## config.mk

```make
export PLATFORM = sky130hd
export DESIGN_NAME = cyclotron_ibuf_frontend
export DESIGN_NICKNAME = d
export VERILOG_FILES = /design/src/rtl/cyclotron_ibuf_pkg.sv /design/src/rtl/cyclotron_ibuf_fifo.sv /design/src/rtl/cyclotron_ibuf_frontend.sv
export SDC_FILE = /design/constraint.sdc
export NUM_CORES = 2
export LEC_CHECK = 0
export CAP_MARGIN = 25
export CORE_AREA = 2 2 639 641
export CTS_BUF_LIST = sky130_fd_sc_hd__clkbuf_4 sky130_fd_sc_hd__clkbuf_8 sky130_fd_sc_hd__clkbuf_16
export CTS_CLUSTER_SIZE = 25
export DETAILED_ROUTE_END_ITERATION = 10
export DIE_AREA = 0 0 641 643
export PLACE_DENSITY = 0.52
export SLEW_MARGIN = 10
export SYNTH_ARGS = -nofsm -noshare
export SYNTH_HDL_FRONTEND = slang
export SYNTH_SLANG_ARGS = --single-unit
```

## constraint.sdc

```tcl
create_clock -name clock -period 5.75 [get_ports clock]
set_clock_uncertainty 0.1 [all_clocks]
set_input_delay 1.15 -clock clock [delete_from_list [all_inputs] [get_ports clock]]
set_output_delay 1.15 -clock clock [all_outputs]
set_load 0.1 [all_outputs]
```

## src/rtl/cyclotron_ibuf_pkg.sv

```systemverilog
// Shared types for the Cyclotron per-warp instruction buffer.
// Holds the decoded trace entry layout and a helper that builds one from port slices.
package cyclotron_ibuf_pkg;

    localparam int ARCH_LEN  = 32;
    localparam int OP_BITS   = 7;
    localparam int REG_BITS  = 8;
    localparam int IMM_BITS  = 32;
    localparam int PRED_BITS = 4;

    typedef struct packed {
        logic [ARCH_LEN-1:0]  pc;
        logic [OP_BITS-1:0]   op;
        logic [REG_BITS-1:0]  rd;
        logic [REG_BITS-1:0]  rs1;
        logic [REG_BITS-1:0]  rs2;
        logic [IMM_BITS-1:0]  imm;
        logic [PRED_BITS-1:0] pred;
    } ibuf_entry_t;

    localparam int ENTRY_BITS = $bits(ibuf_entry_t);

    function automatic ibuf_entry_t pack_entry(
        input logic [ARCH_LEN-1:0]  pc,
        input logic [OP_BITS-1:0]   op,
        input logic [REG_BITS-1:0]  rd,
        input logic [REG_BITS-1:0]  rs1,
        input logic [REG_BITS-1:0]  rs2,
        input logic [IMM_BITS-1:0]  imm,
        input logic [PRED_BITS-1:0] pred
    );
        ibuf_entry_t e;
        e.pc   = pc;
        e.op   = op;
        e.rd   = rd;
        e.rs1  = rs1;
        e.rs2  = rs2;
        e.imm  = imm;
        e.pred = pred;
        return e;
    endfunction

endpackage

```

## src/rtl/cyclotron_ibuf_fifo.sv

```systemverilog
// Single-warp instruction FIFO with flush and an occupancy count.
// Full/empty come from the count, so the pointers just wrap.
module cyclotron_ibuf_fifo
    import cyclotron_ibuf_pkg::*;
#(
    parameter int DEPTH    = 4,
    parameter int CNT_BITS = $clog2(DEPTH + 1)
) (
    input  logic                clock,
    input  logic                reset,
    input  logic                flush,
    input  logic                in_valid,
    output logic                in_ready,
    input  ibuf_entry_t         in_entry,
    output logic                out_valid,
    input  logic                out_ready,
    output ibuf_entry_t         out_entry,
    output logic [CNT_BITS-1:0] count,
    output logic [CNT_BITS-1:0] count_next
);
    localparam int PTR_BITS = $clog2(DEPTH);

    if (DEPTH < 2 || (DEPTH & (DEPTH - 1)) != 0) begin : g_depth_chk
        $error("cyclotron_ibuf_fifo: DEPTH must be a power of two >= 2");
    end

    ibuf_entry_t         mem_q [DEPTH];
    logic [PTR_BITS-1:0] head_q, head_d, tail_q, tail_d;
    logic [CNT_BITS-1:0] count_q, count_d;
    logic                enq, deq;

    // Outputs are forced idle while reset is held, before the state clears.
    assign in_ready   = !flush && (reset || count_q < CNT_BITS'(DEPTH));
    assign out_valid  = !reset && !flush && count_q != '0;
    assign out_entry  = mem_q[head_q];
    assign enq        = in_valid && in_ready && !reset;
    assign deq        = out_valid && out_ready;
    assign count      = count_q;
    assign count_next = count_d;

    always_comb begin
        head_d  = head_q;
        tail_d  = tail_q;
        count_d = count_q;
        if (flush) begin
            head_d  = '0;
            tail_d  = '0;
            count_d = '0;
        end else begin
            if (enq) tail_d = tail_q + PTR_BITS'(1);
            if (deq) head_d = head_q + PTR_BITS'(1);
            if (enq && !deq)      count_d = count_q + CNT_BITS'(1);
            else if (deq && !enq) count_d = count_q - CNT_BITS'(1);
        end
    end

    always_ff @(posedge clock) begin
        if (reset) begin
            head_q  <= '0;
            tail_q  <= '0;
            count_q <= '0;
        end else begin
            head_q  <= head_d;
            tail_q  <= tail_d;
            count_q <= count_d;
        end
    end

    always_ff @(posedge clock) begin
        if (enq) mem_q[tail_q] <= in_entry;
    end

    a_no_enq_full: assert property (@(posedge clock) disable iff (reset)
        !(enq && count_q == CNT_BITS'(DEPTH)));
    a_no_deq_empty: assert property (@(posedge clock) disable iff (reset)
        !(deq && count_q == '0));

endmodule

```

## src/rtl/cyclotron_ibuf_frontend.sv

```systemverilog
// Per-warp instruction buffer between the Cyclotron trace source and issue.
// Flattens/unflattens the per-warp port slices and tracks drained-aware finish.
module cyclotron_ibuf_frontend
    import cyclotron_ibuf_pkg::*;
#(
    parameter int NUM_WARPS = 8,
    parameter int DEPTH     = 4,
    parameter int CNT_BITS  = $clog2(DEPTH + 1)
) (
    input  logic                            clock,
    input  logic                            reset,
    input  logic [NUM_WARPS-1:0]            src_valid,
    output logic [NUM_WARPS-1:0]            src_ready,
    input  logic [ARCH_LEN*NUM_WARPS-1:0]   src_pc,
    input  logic [OP_BITS*NUM_WARPS-1:0]    src_op,
    input  logic [REG_BITS*NUM_WARPS-1:0]   src_rd,
    input  logic [REG_BITS*NUM_WARPS-1:0]   src_rs1,
    input  logic [REG_BITS*NUM_WARPS-1:0]   src_rs2,
    input  logic [IMM_BITS*NUM_WARPS-1:0]   src_imm,
    input  logic [PRED_BITS*NUM_WARPS-1:0]  src_pred,
    input  logic                            src_finished,
    output logic [NUM_WARPS-1:0]            ibuf_valid,
    input  logic [NUM_WARPS-1:0]            ibuf_ready,
    output logic [ARCH_LEN*NUM_WARPS-1:0]   ibuf_pc,
    output logic [OP_BITS*NUM_WARPS-1:0]    ibuf_op,
    output logic [REG_BITS*NUM_WARPS-1:0]   ibuf_rd,
    output logic [REG_BITS*NUM_WARPS-1:0]   ibuf_rs1,
    output logic [REG_BITS*NUM_WARPS-1:0]   ibuf_rs2,
    output logic [IMM_BITS*NUM_WARPS-1:0]   ibuf_imm,
    output logic [PRED_BITS*NUM_WARPS-1:0]  ibuf_pred,
    input  logic [NUM_WARPS-1:0]            flush,
    output logic [CNT_BITS*NUM_WARPS-1:0]   occupancy,
    output logic                            finished
);
    logic [NUM_WARPS-1:0][CNT_BITS-1:0] count_next;
    logic finished_seen_q, finished_seen_d;
    logic finished_q, finished_d;

    for (genvar w = 0; w < NUM_WARPS; w++) begin : g_warp
        ibuf_entry_t in_e, out_e;

        assign in_e = pack_entry(src_pc  [ARCH_LEN*w  +: ARCH_LEN],
                                 src_op  [OP_BITS*w   +: OP_BITS],
                                 src_rd  [REG_BITS*w  +: REG_BITS],
                                 src_rs1 [REG_BITS*w  +: REG_BITS],
                                 src_rs2 [REG_BITS*w  +: REG_BITS],
                                 src_imm [IMM_BITS*w  +: IMM_BITS],
                                 src_pred[PRED_BITS*w +: PRED_BITS]);

        cyclotron_ibuf_fifo #(.DEPTH(DEPTH), .CNT_BITS(CNT_BITS)) u_fifo (
            .clock      (clock),
            .reset      (reset),
            .flush      (flush[w]),
            .in_valid   (src_valid[w]),
            .in_ready   (src_ready[w]),
            .in_entry   (in_e),
            .out_valid  (ibuf_valid[w]),
            .out_ready  (ibuf_ready[w]),
            .out_entry  (out_e),
            .count      (occupancy[CNT_BITS*w +: CNT_BITS]),
            .count_next (count_next[w])
        );

        assign ibuf_pc  [ARCH_LEN*w  +: ARCH_LEN]  = out_e.pc;
        assign ibuf_op  [OP_BITS*w   +: OP_BITS]   = out_e.op;
        assign ibuf_rd  [REG_BITS*w  +: REG_BITS]  = out_e.rd;
        assign ibuf_rs1 [REG_BITS*w  +: REG_BITS]  = out_e.rs1;
        assign ibuf_rs2 [REG_BITS*w  +: REG_BITS]  = out_e.rs2;
        assign ibuf_imm [IMM_BITS*w  +: IMM_BITS]  = out_e.imm;
        assign ibuf_pred[PRED_BITS*w +: PRED_BITS] = out_e.pred;
    end

    // Finish waits until every FIFO has drained after the source is exhausted.
    always_comb begin
        finished_seen_d = finished_seen_q || src_finished;
        finished_d      = finished_q || (finished_seen_d && count_next == '0);
    end

    always_ff @(posedge clock) begin
        if (reset) begin
            finished_seen_q <= 1'b0;
            finished_q      <= 1'b0;
        end else begin
            finished_seen_q <= finished_seen_d;
            finished_q      <= finished_d;
        end
    end

    assign finished = finished_q;

    a_no_valid_after_finish: assert property (@(posedge clock) disable iff (reset)
        !(finished_q && |src_valid));

endmodule

```

==> results by group <==
Floorplanning
  • Area of the die: roughly 410,000 um^2
  • FP Rows: 234
  • Num ports: 1,652
  • Die H: 643 um
  • Initial core utilization: just under 30%
  • Core ar.: 405,000 um^2
  • Die width: 641 um

Synthesis
  • Netlist cell types: 70
  • Ys Warns: 0
  • Synthesized flop and latch total: roughly 3.2k
  • Synth Flop Type: edfxtp_1
  • Top cell type's share of synthesized area: 80.3%
  • Post-synth EDFFs: 3,168
  • Post-Synthesis Cell Area: 119,000 um^2
  • Sequential cell area fraction in the yosys report: 81.5%
  • Asr flop ratio synth: 0%
  • Top post-synthesis cells by count: edfxtp_1, mux4_2, clkbuf_1
  • Mapped Cells: 4,723
  • Area contributors post-synth: edfxtp_1, mux4_2, dfxtp_1
  • Most common cell in the netlist: edfxtp_1
  • Syn Nets: 5,598
  • Synth area leader: edfxtp_1
  • Syn avg cell area: roughly 25 um^2

Worst setup path
  • Critical R2R Launch: g_warp[1].u_fifo.count[2]
  • Top cell family by delay on the critical path: buffers and inverters
  • Critical R2R Capture: finished
  • CP Depth: 3
  • CP Capture Type: output pin
  • Critical Path Start Type: register
  • Buf/Inv on CP: 2
  • Setup crit end: ibuf_rs2[25]
  • Max incr delay on CP: 1.06 ns
  • Arr. time, crit path: 3.86 ns
  • WP data required: 4.50 ns
  • Critical path's slowest cell: clkdlybuf4s50_1
  • Flop2flop setup slack: 2.76 ns
  • Worst-path fanout max: 29
  • Critical-path cell list: buf_12 > mux4_2 > clkdlybuf4s50_1
  • Worst Reg-to-Reg Cells: 7
  • Worst setup path class: reg -> out

Detailed routing
  • Drc violations: 0
  • Routed Antenna Nets: 0
  • TritonRoute pass-1 iters: 7
  • Post-Route WL: 373 mm
  • Routed WL per cell: between 20 and 30 um
  • Vias: 59.0k
  • DR vias/cell: 4.66
  • DRT iter0 DRCs: 4,811

GRT
  • Pin count of the biggest net entering global routing: 74
  • Gr ovfl total: 0
  • Total track usage: between 10% and 20%
  • Vias in the first global route: 61.5k
  • Initial antenna violation count: 164
  • First-pass GRT wire length: between 500 and 600 mm

Clocking
  • H-tree depth: 5
  • Clock sink count: roughly 3.2k
  • Number of CTS-inserted buffers: ~360
  • CTS tree: built
  • Clock Latency Late Sink: 0.93 ns
  • Post-CTS Resized: 0
  • Postcts setup bufs: 0
  • Hold Buf Count CTS: 0
  • Reg clk slew, reported paths: 0.06 ns
  • CTS max path bufs: 4
  • Clk root buf: clkbuf_16

Run
  • Max-cap violations: 0

Power
  • PwrDens: roughly 330 nW/um^2
  • Int Pwr: 0.0402 W
  • Switching Fraction: 22.8%
  • Flop pwr share: 50.4%
  • Cell leakage power: just over 50 nW
  • Peak VDD IR: 0.302 mV
  • Comb pwr share: 6.9%
  • Total net switching power: 0.0119 W
  • Clock Power Share: approximately 43%

Final layout
  • Area grow syn2layout: 34.9%
  • FILL cells: 35.9k
  • Final nets: between 7k and 8k
  • Final Util: 39.5%
  • Share of cells above drive strength 1: 26.4%

STA
  • # setup viols final: 0
  • Final worst path period share: about nine tenths
  • RSZ-0062 raised after global routing: false
  • Max-Slew Margin vs Limit: 23.7%
  • Pins Over Slew Limit: 0
  • Final Hold Vio Count: 0
  • Final TNS setup: 0 ns
  • Worst-Margin Slew: 1.14 ns
  • FMAX: between 150 and 200 MHz
  • Clock period minus worst slack: 5.11 ns

Placed design
  • Dpl hpwl: 268 mm
  • Gpl congestion: 0.818
  • # port buffers: 1,651

Min path
  • Hold WC Path Type: reg -> reg
  • Hold_sp: finished_seen_q

Run status
  • Status: finished clean
sequential cells by signal (all words and copies together), names as in the netlist, named ones only:
signal and flops:
g_warp.u_fifo.count 24, finished 1, g_warp.u_fifo.head_q 16, finished_seen_q 1, g_warp.u_fifo.tail_q 16, g_warp.u_fifo.mem_q 3168
layer usage:
metal  up-vias  wire, um  track usage [%]
met3       682     25800             4.54
met1     31569    139000             20.4
met4        34     13200             6.57
met2      2070    196000             31.3
li1      24626         -                -
met5         -       233                0
power by group through the flow:
stage	clock network (W)	logic, W	registers (W)
finish	0.0222	0.00360	0.0263
global route	0.0237	0.00373	0.0263
CTS	0.0228	0.00364	0.0263
detailed placement	0	0.00362	0.0268
global placement	0	0.00332	0.0267
floorplan	0	0.00177	0.0268
worst register-to-register path: stages (launching register included):
cell and delay (ns):
dfxtp_1 0.40, nor2b_1 0.73, o22ai_1 0.19, o21ai_1 0.51, o2111ai_1 0.23, nor4_1 0.34, nand4b_1 0.20, o32ai_2 0.22
per-stage QoR:
step                power [W]  instances  area [um^2]  hold slack [ns]  setup slack, ns
finish                 0.0521      12662       160000            0.350            0.643
global route           0.0537      12635       160000            0.417            0.399
CTS                    0.0527      12582       160000            0.355            0.415
detailed placement     0.0304      11936       148000            0.343             1.06
global placement       0.0301      11741       143000            0.348            0.613
floorplan              0.0286       4723       119000            0.322             1.03
worst min path at each step:
stage	end	slack [ns]	cells after the start
floorplan	finished_seen_q	0.32	2
global placement	finished_seen_q	0.35	2
detailed placement	finished_seen_q	0.34	2
CTS	finished_seen_q	0.36	2
global route	finished_seen_q	0.42	2
finish	finished_seen_q	0.35	2
area by class of cell:
class,instances,area (um^2),share of cell area [%]
Timing Repair Buffer,2008,23700,14.8
Tap cell,5428,6790,4.25
Clock buffer,437,9550,5.97
Sequential cell,3242,96700,60.5
Clock inverter,209,1890,1.18
Antenna cell,73,183,0.114
Inverter,42,158,0.0986
Multi-Input combinational cell,1223,21000,13.1
cell usage in the layout (no fill, tap or decap), drive strengths merged, types with 7 or more instances in the layout:
| cell type | Yosys | final |
|---|---|---|
| or2 | 8 | 8 |
| clkdlybuf4s50 | 0 | 1544 |
| nand2b | 13 | 13 |
| and3 | 34 | 34 |
| xnor2 | 30 | 30 |
| inv | 42 | 62 |
| nor2b | 13 | 13 |
| nand2 | 29 | 29 |
| dfxtp | 74 | 74 |
| a31oi | 9 | 9 |
| buf | 112 | 464 |
| ha | 56 | 56 |
| clkbuf | 104 | 437 |
| nand3 | 7 | 7 |
| nor2 | 87 | 87 |
| and2 | 15 | 15 |
| mux4 | 792 | 792 |
| edfxtp | 3168 | 3168 |
| clkinvlp | 0 | 9 |
| xor2 | 9 | 9 |
| o21ai | 12 | 12 |
| nor3 | 7 | 7 |
| bufinv | 0 | 19 |
| a21oi | 30 | 30 |
| diode | 0 | 73 |
| clkinv | 0 | 161 |
cell families after synthesis:
family | Yosys count | synth area share, %
flip-flops | 3242 | 81.5
adder cells (fa/ha/maj) | 58 | 0.609
AND/OR/NAND/NOR | 238 | 1.05
buffers and inverters | 258 | 0.921
XOR/XNOR | 39 | 0.288
AO/OA/AOI/OAI | 89 | 0.507
multiplexers | 799 | 15.1
Note: power is estimated with default switching activity, not from simulation.
